`src/rtl/rdresp_packer.sv`:
```
// Read-result packer: frames read-data words into header + payload packets for
// the GTP transmit link, flushing a partial packet after an input idle timeout.
module rdresp_packer #(
  parameter int unsigned PKT_WORDS   = 8,
  parameter int unsigned TIMEOUT_CYC = 1024,
  parameter logic [7:0]  HDR_TAG     = 8'hA5
) (
  input  logic        core_clk,
  input  logic        rst_n,
  input  logic [31:0] s_axis_tdata,
  input  logic        s_axis_tvalid,
  output logic        s_axis_tready,
  output logic [31:0] m_axis_tdata,
  output logic        m_axis_tvalid,
  input  logic        m_axis_tready,
  output logic        m_axis_tlast,
  output logic [15:0] pkt_cnt
);

  localparam int unsigned AW = (PKT_WORDS > 1) ? $clog2(PKT_WORDS) : 1;
  localparam int unsigned TW = $clog2(TIMEOUT_CYC);
  localparam logic [7:0]    PKT_LEN  = 8'(PKT_WORDS);
  localparam logic [TW-1:0] TMO_LAST = TW'(TIMEOUT_CYC - 1);
  localparam logic [TW-1:0] TMO_ONE  = TW'(1);

  typedef enum logic [1:0] {
    ST_FILL = 2'd0,
    ST_HDR  = 2'd1,
    ST_PAY  = 2'd2
  } state_t;

  function automatic logic [31:0] hdr_word(input logic [7:0] seq, input logic [7:0] len);
    return {HDR_TAG, seq, 8'h00, len};
  endfunction

  state_t        state_r, state_s;
  logic [7:0]    count_r, count_s;
  logic [7:0]    len_r, len_s;
  logic [7:0]    idx_r, idx_s;
  logic [7:0]    seq_r, seq_s;
  logic [TW-1:0] tmo_r, tmo_s;
  logic [15:0]   pkt_cnt_r, pkt_cnt_s;
  logic          s_tready_r, s_tready_s;
  logic          m_tvalid_r, m_tvalid_s;
  logic          m_tlast_r, m_tlast_s;
  logic [31:0]   m_tdata_r, m_tdata_s;
  logic          accept_s, m_hs_s;
  logic [7:0]    count_inc_s, idx_inc_s;
  logic [31:0]   buf_r [0:PKT_WORDS-1];

  assign accept_s    = s_axis_tvalid & s_tready_r;
  assign m_hs_s      = m_tvalid_r & m_axis_tready;
  assign count_inc_s = count_r + 8'd1;
  assign idx_inc_s   = idx_r + 8'd1;

  assign s_axis_tready = s_tready_r;
  assign m_axis_tdata  = m_tdata_r;
  assign m_axis_tvalid = m_tvalid_r;
  assign m_axis_tlast  = m_tlast_r;
  assign pkt_cnt       = pkt_cnt_r;

  // Next-state and next-output computation; outputs are registered from these.
  always_comb begin
    state_s    = state_r;
    count_s    = count_r;
    len_s      = len_r;
    idx_s      = idx_r;
    seq_s      = seq_r;
    tmo_s      = tmo_r;
    pkt_cnt_s  = pkt_cnt_r;
    m_tvalid_s = m_tvalid_r;
    m_tlast_s  = m_tlast_r;
    m_tdata_s  = m_tdata_r;
    s_tready_s = 1'b0;
    case (state_r)
      ST_FILL: begin
        if (accept_s) begin
          // An accept always clears the idle timer, even on the flush cycle.
          count_s = count_inc_s;
          tmo_s   = '0;
          if (count_inc_s == PKT_LEN) begin
            state_s    = ST_HDR;
            len_s      = count_inc_s;
            m_tvalid_s = 1'b1;
            m_tlast_s  = 1'b0;
            m_tdata_s  = hdr_word(seq_r, count_inc_s);
          end else begin
            state_s = ST_FILL;
          end
        end else if (count_r == 8'd0) begin
          tmo_s = '0;
        end else if (tmo_r == TMO_LAST) begin
          state_s    = ST_HDR;
          len_s      = count_r;
          tmo_s      = '0;
          m_tvalid_s = 1'b1;
          m_tlast_s  = 1'b0;
          m_tdata_s  = hdr_word(seq_r, count_r);
        end else begin
          tmo_s = tmo_r + TMO_ONE;
        end
      end
      ST_HDR: begin
        if (m_hs_s) begin
          state_s   = ST_PAY;
          idx_s     = 8'd0;
          m_tdata_s = buf_r[0];
          m_tlast_s = (len_r == 8'd1);
        end else begin
          state_s = ST_HDR;
        end
      end
      ST_PAY: begin
        if (m_hs_s && m_tlast_r) begin
          state_s    = ST_FILL;
          seq_s      = seq_r + 8'd1;
          pkt_cnt_s  = pkt_cnt_r + 16'd1;
          count_s    = 8'd0;
          tmo_s      = '0;
          idx_s      = 8'd0;
          m_tvalid_s = 1'b0;
          m_tlast_s  = 1'b0;
          m_tdata_s  = 32'h0000_0000;
        end else if (m_hs_s) begin
          idx_s     = idx_inc_s;
          m_tdata_s = buf_r[idx_inc_s[AW-1:0]];
          m_tlast_s = (idx_inc_s == (len_r - 8'd1));
        end else begin
          state_s = ST_PAY;
        end
      end
      default: begin
        state_s    = ST_FILL;
        count_s    = 8'd0;
        tmo_s      = '0;
        idx_s      = 8'd0;
        m_tvalid_s = 1'b0;
        m_tlast_s  = 1'b0;
        m_tdata_s  = 32'h0000_0000;
      end
    endcase
    // Ready is derived from the next state so the registered copy tracks state and count.
    if ((state_s == ST_FILL) && (count_s < PKT_LEN)) begin
      s_tready_s = 1'b1;
    end else begin
      s_tready_s = 1'b0;
    end
  end

  // Control and output registers with synchronous active-low reset.
  always_ff @(posedge core_clk) begin
    if (!rst_n) begin
      state_r    <= ST_FILL;
      count_r    <= 8'd0;
      len_r      <= 8'd0;
      idx_r      <= 8'd0;
      seq_r      <= 8'd0;
      tmo_r      <= '0;
      pkt_cnt_r  <= 16'd0;
      s_tready_r <= 1'b0;
      m_tvalid_r <= 1'b0;
      m_tlast_r  <= 1'b0;
      m_tdata_r  <= 32'h0000_0000;
    end else begin
      state_r    <= state_s;
      count_r    <= count_s;
      len_r      <= len_s;
      idx_r      <= idx_s;
      seq_r      <= seq_s;
      tmo_r      <= tmo_s;
      pkt_cnt_r  <= pkt_cnt_s;
      s_tready_r <= s_tready_s;
      m_tvalid_r <= m_tvalid_s;
      m_tlast_r  <= m_tlast_s;
      m_tdata_r  <= m_tdata_s;
    end
  end

  // Payload buffer, written in arrival order; contents need no reset.
  always_ff @(posedge core_clk) begin
    if (accept_s) begin
      buf_r[count_r[AW-1:0]] <= s_axis_tdata;
    end
  end

endmodule
```
`config.mk`:
```
export PLATFORM = sky130hd
export DESIGN_NAME = rdresp_packer
export DESIGN_NICKNAME = d
export VERILOG_FILES = /design/src/rtl/rdresp_packer.sv
export SDC_FILE = /design/constraint.sdc
export NUM_CORES = 1
export LEC_CHECK = 0
export BUFFER_PORTS_ARGS = -buffer_cell sky130_fd_sc_hd__buf_2
export CORE_MARGIN = 4
export CORE_UTILIZATION = 65
export DETAILED_ROUTE_END_ITERATION = 8
export GPL_ROUTABILITY_DRIVEN = 0
export GPL_TIMING_DRIVEN = 1
export PLACE_DENSITY_LB_ADDON = 0.2
export SLEW_MARGIN = 20
export SYNTH_ARGS = -nofsm -noshare
export SYNTH_HDL_FRONTEND = slang
export SYNTH_SLANG_ARGS = --single-unit
```
`constraint.sdc`:
```
create_clock -name core_clk -period 8 [get_ports core_clk]
set_input_delay 2 -clock core_clk [delete_from_list [all_inputs] [get_ports core_clk]]
set_output_delay 2 -clock core_clk [all_outputs]
set_load 0.01 [all_outputs]
```
# ---- Word-level counts from Yosys, hierarchy flattened
# Memory sizes are Yosys's and may differ from the RTL's.
# Cells that the tools add are included.
dict set report totals {
  input_bits 36
  regBits 95
  ramBits 256
  n_memories 1
}
# memory depth width rd rd_clocked_by_memory_dff wr line_no
set mem_list {}
lappend mem_list {buf_r 8 32 2 0 1 49} ;# logic [31:0] buf_r [0:PKT_WORDS-1];
dict set report classes {
  eq_ne 14
  bitwise 4
  n_addsub 6
  n_reduce_logical 12
  order_cmp 1
  mux 49
}
# op n
set op_table {}
lappend op_table {{32-bit two-way mux} 7}
lappend op_table {{32-bit one-hot mux with 3 select lines} 1}
lappend op_table {{8-bit two-way mux} 9}
lappend op_table {{8-bit one-hot mux with 3 select lines} 2}
lappend op_table {{10-bit two-way mux} 4}
lappend op_table {{10-bit one-hot mux with 3 select lines} 1}
lappend op_table {{8-bit by 1-bit adder with 8-bit output, second input constant} 3}
lappend op_table {{16-bit by 1-bit adder with 16-bit output, second input constant} 1}
lappend op_table {{1-bit two-way mux} 16}
lappend op_table {{2-bit two-way mux} 6}
lappend op_table {{3-bit inequality test, second input constant} 4}
lappend op_table {{10-bit by 1-bit adder with 10-bit output, second input constant} 1}
lappend op_table {{10-bit equality test, second input constant} 1}
lappend op_table {{5-bit AND reduction} 2}
lappend op_table {{8-bit by 1-bit equality test with 1-bit output, second input constant} 1}
lappend op_table {{8-bit by 4-bit equality test with 1-bit output, second input constant} 1}
lappend op_table {{8-bit equality test} 1}
lappend op_table {{8-bit zero test} 1}
lappend op_table {{8-bit by 4-bit less-than comparator with 1-bit output, second input constant} 1}
lappend op_table {{8-bit by 1-bit subtractor with 8-bit output, second input constant} 1}
lappend op_table {{2-bit inequality test, second input constant} 3}
lappend op_table {{1-bit one-hot mux with 3 select lines} 2}
lappend op_table {{2-bit one-hot mux with 3 select lines} 1}
lappend op_table {{2-bit zero test} 2}
lappend op_table {{other kinds (10)} 14}

# ---- Logic depth before layout (Yosys ltp)
dict set report depth {
  word_depth 8
  ltp_mapped 11
}

# ---- Worst setup path before layout
# Ideal clock, no wire load.
dict set report synth_path {
  path_kind {input-to-reg}
  start {input s_axis_tvalid}
  end {memory buf_r[0][0], enable pin}
  arrival_ns 5.241
  cell_stages 2
  slack_ns 2.257
  n_path_buf 0
  path_cell_list {nand2_1 > nor4_1}
}
dict set report synth_between {
  elab_chain_cells 3
}
# item line_no
set synth_lines {}
lappend synth_lines {{start, declared} 11} ;# input logic s_axis_tvalid,
lappend synth_lines {{1-bit AND} 51} ;# assign accept_s = s_axis_tvalid & s_tready_r;
lappend synth_lines {{1-bit two-way mux} 181} ;# if (accept_s) begin
lappend synth_lines {{1-bit two-way mux (implied by the code)} 182} ;# buf_r[count_r[AW-1:0]] <= s_axis_tdata;
lappend synth_lines {{end, declared} 49}
# No other way between the ends.

# ---- Worst setup path after layout
dict set report layout_path {
  start {input s_axis_tvalid}
  end {register m_tdata_r[29], in the netlist m_axis_tdata[29]}
}
dict set report layout_between {
  elab_chain_cells 3
}
# item line_no
set layout_lines {}
lappend layout_lines {{1-bit AND (*)} 51}
lappend layout_lines {{3-bit inequality test (no source line) / 32-bit two-way mux (equally long branches)} n/a}
lappend layout_lines {{5-bit AND reduction (no source line) / 32-bit one-hot mux with 3 select lines (equally long branches)} n/a}
lappend layout_lines {{end signal, assigned} 175} ;# m_tdata_r <= m_tdata_s;
lappend layout_lines {{end, declared} 46} ;# logic [31:0] m_tdata_r, m_tdata_s;
# Every way passes the cells marked *; elsewhere a longest branch is shown, timed or not.
# A chain may end at the register's enable or synchronous reset.

==> qor.txt <==
Setup Skew = 33.29 ps
Final worst path period need = 4212 ps
F_max = 0.2374 GHz
Mapped Nets = 1059
Worst vdd ir = 230.7 uV
Max transition margin = 34.49%
N_diodes = 0
Cell Pwr Density = 222.8 nW/um2
Pleak = 5.537 nW
Hold Path Cell Cnt = 2
Worst Path Required = 8450 ps
Clock sinks = 351
H-Tree Level Count = 2
Total wire length = 32.26 mm
Worst-Skew Late Latency = 550 ps
Remaining antenna violation count after routing = 0
Largest cells by area after synthesis = edfxtp_1 (52%), dfxtp_1 (13%), mux4_2 (9.8%)
Starting DRT DRC Count = 857
Overall routing resource usage = 26.38%
CTS tree = built
Actual slew at the worst max-slew pin = 982.7 ps
Area growth, synth to finish = 12.73%
Syn. warnings = 0
PostCTS Resize Cnt = 0
First-pass GRT wire length = 50.40 mm
CTS clk-pin slew, worst paths = 60 ps
Vert. Die Dim = 158.1 um
Worst Hold Slack = 443.5 ps
Final Hold Fails = 0
Mean post-synth cell area = 14.49 um2
Hpwl dp = 17.57 mm
Fin. max-slew vios = 0
CTS Buffer Depth = 3
# port buffers = 86
Router iterations before antenna repair = 6
EDFF count, synth = 256
IO Pins = 87
CORE AREA = 22030 um2
Finished Cell Area = 16520 um2
Main synth FF type = edfxtp_1
Maximum capacitance violations = 0
Setup crit start kind = input pin
DP Area = 15330 um2
Flop and latch count out of synthesis = 351
Overflow after GRT = 0
Cell taking the most area after synthesis = edfxtp_1
Worst-path maximum fanout = 62
Die span in x = 158.1 um
Final nets = 1136
Row count = 54
DIE AREA = 25010 um2
CP arrival = 4660 ps
Critical Path End Type = flop
Initial antenna violation count = 2
Initial Util = 66.51%
Setup-failing EPs final = 0
DR vias = 8936
Vias/cell = 6.401
TNS Setup = 0 ps
Synth top area share = 52.47%
Mapped Cells = 1011
Post-synthesis sequential area ratio = 65.45%
Status = finished clean
Period utilization = 52.65%
Root Driver = clkbuf_16
Cell Area, Synth = 14650 um2
DR WL/cell = 23.11 um
Share of cells above drive strength 1 = 21.42%
Post-synth ARST share = 0%
# hold bufs at CTS = 0
Worst R2R Path Depth = 8
Num CTS Buffers = 36
Finished Core Util = 74.98%
Crit path kind = in -> reg
Worst hold path class = reg -> reg
Setup bufs post-CTS = 0
Cell variety after synth = 54
Unrepaired setup endpoints after global routing = no
Pin count of the biggest net entering global routing = 98
Number of global-route vias before repair = 9025
DRC viols = 0
==> final timing paths <==
path                            slack (ps)             start                to
worst max register to register        4790        count_r[2]   m_axis_tdata[5]
worst max-delay path                  3790     s_axis_tvalid  m_axis_tdata[29]
worst min register to register         440  m_axis_tdata[12]  m_axis_tdata[12]
worst min-delay path                   440  m_axis_tdata[12]  m_axis_tdata[12]
==> power by group <==
part	switching [mW]	internal, mW	total, mW	leakage, nW
Combinational	0.0454	0.0183	0.0637	1.88
Sequential	0.00697	1.96	1.97	3.08
Clock	0.680	0.967	1.65	0.578
==> routing by layer <==
| metal | up-vias | track usage (%) | share of wire [%] |
|---|---|---|---|
| met5 | - | 0 | 0.065 |
| met4 | 4 | 7.799 | 2.4 |
| met3 | 60 | 5.631 | 7.6 |
| met2 | 380 | 43.09 | 49 |
| met1 | 4435 | 36.40 | 41 |
| li1 | 4057 | - | - |
==> area by class of cell <==
cell class	count	area, um2
Inverter	7	26.28
Clock inverter	16	157.7
Sequential cell	351	9593
Multi-Input combinational cell	589	4806
Fill cell	1335	5510
Tap cell	280	350.3
Clock buffer	50	1025
Timing Repair Buffer	103	558.0
==> cells in the mapped netlist, types with 12 or more instances <==
cell type,number
nand2_1,91
xnor2_1,37
nor3_1,13
nand3_1,24
clkbuf_1,37
dfxtp_1,95
mux4_2,64
a21oi_1,31
o21ai_0,32
xor2_1,13
or3_1,20
edfxtp_1,256
nor2_1,31
and3_1,13
buf_2,21
ha_1,12
a21boi_0,12
a21boi_1,21
nand4_1,13
and2_1,35
a22o_1,13
a222oi_1,12
a211o_1,12
==> metrics by stage <==
stage / setup WS [ps] / std cells / total power [mW]
floorplan: 2257 / 1011 / 2.036
global placement: 3523 / 1330 / 2.068
detailed placement: 3346 / 1330 / 2.071
CTS: 3879 / 1396 / 3.699
global route: 3621 / 1396 / 3.793
finish: 3788 / 1396 / 3.680
==> sequential cells by signal, indices dropped and copies added, names as in the netlist <==
register / count
buf_r: 256
count_r: 8
s_axis_tready: 1
tmo_r: 10
len_r: 8
idx_r: 8
state_r: 2
m_axis_tlast: 1
m_axis_tvalid: 1
seq_r: 8
pkt_cnt: 16
m_axis_tdata: 32
==> logic make-up after synthesis <==
family	share of synthesized area, %
adder cells (fa/ha/maj)	1.025
AND/OR/NAND/NOR	9.864
buffers and inverters	2.050
flip-flops	65.45
AO/OA/AOI/OAI	8.506
multiplexers	10.11
XOR/XNOR	2.989
==> critical path, cell delays in order <==
cell	delay (ps)
buf_2	120
and2_1	340
nand3_1	260
nor4_2	290
a32oi_1	360
o21a_2	340
buf_4	340
or3_1	420
a21boi_0	190
==> cells in the final DEF, fill, tap and decap left out, types with 13 or more instances in the layout <==
cell type / instances
or3_1: 20
a22o_1: 13
clkbuf_16: 37
and2_1: 35
a21oi_1: 31
nand3_1: 24
nand4_1: 13
mux4_2: 64
buf_4: 17
xor2_1: 13
dfxtp_1: 94
nand2_1: 91
xnor2_1: 37
o21ai_0: 32
a21boi_1: 21
buf_2: 86
edfxtp_1: 256
nor2_1: 28
No activity file was read; power rests on OpenSTA's default activity.
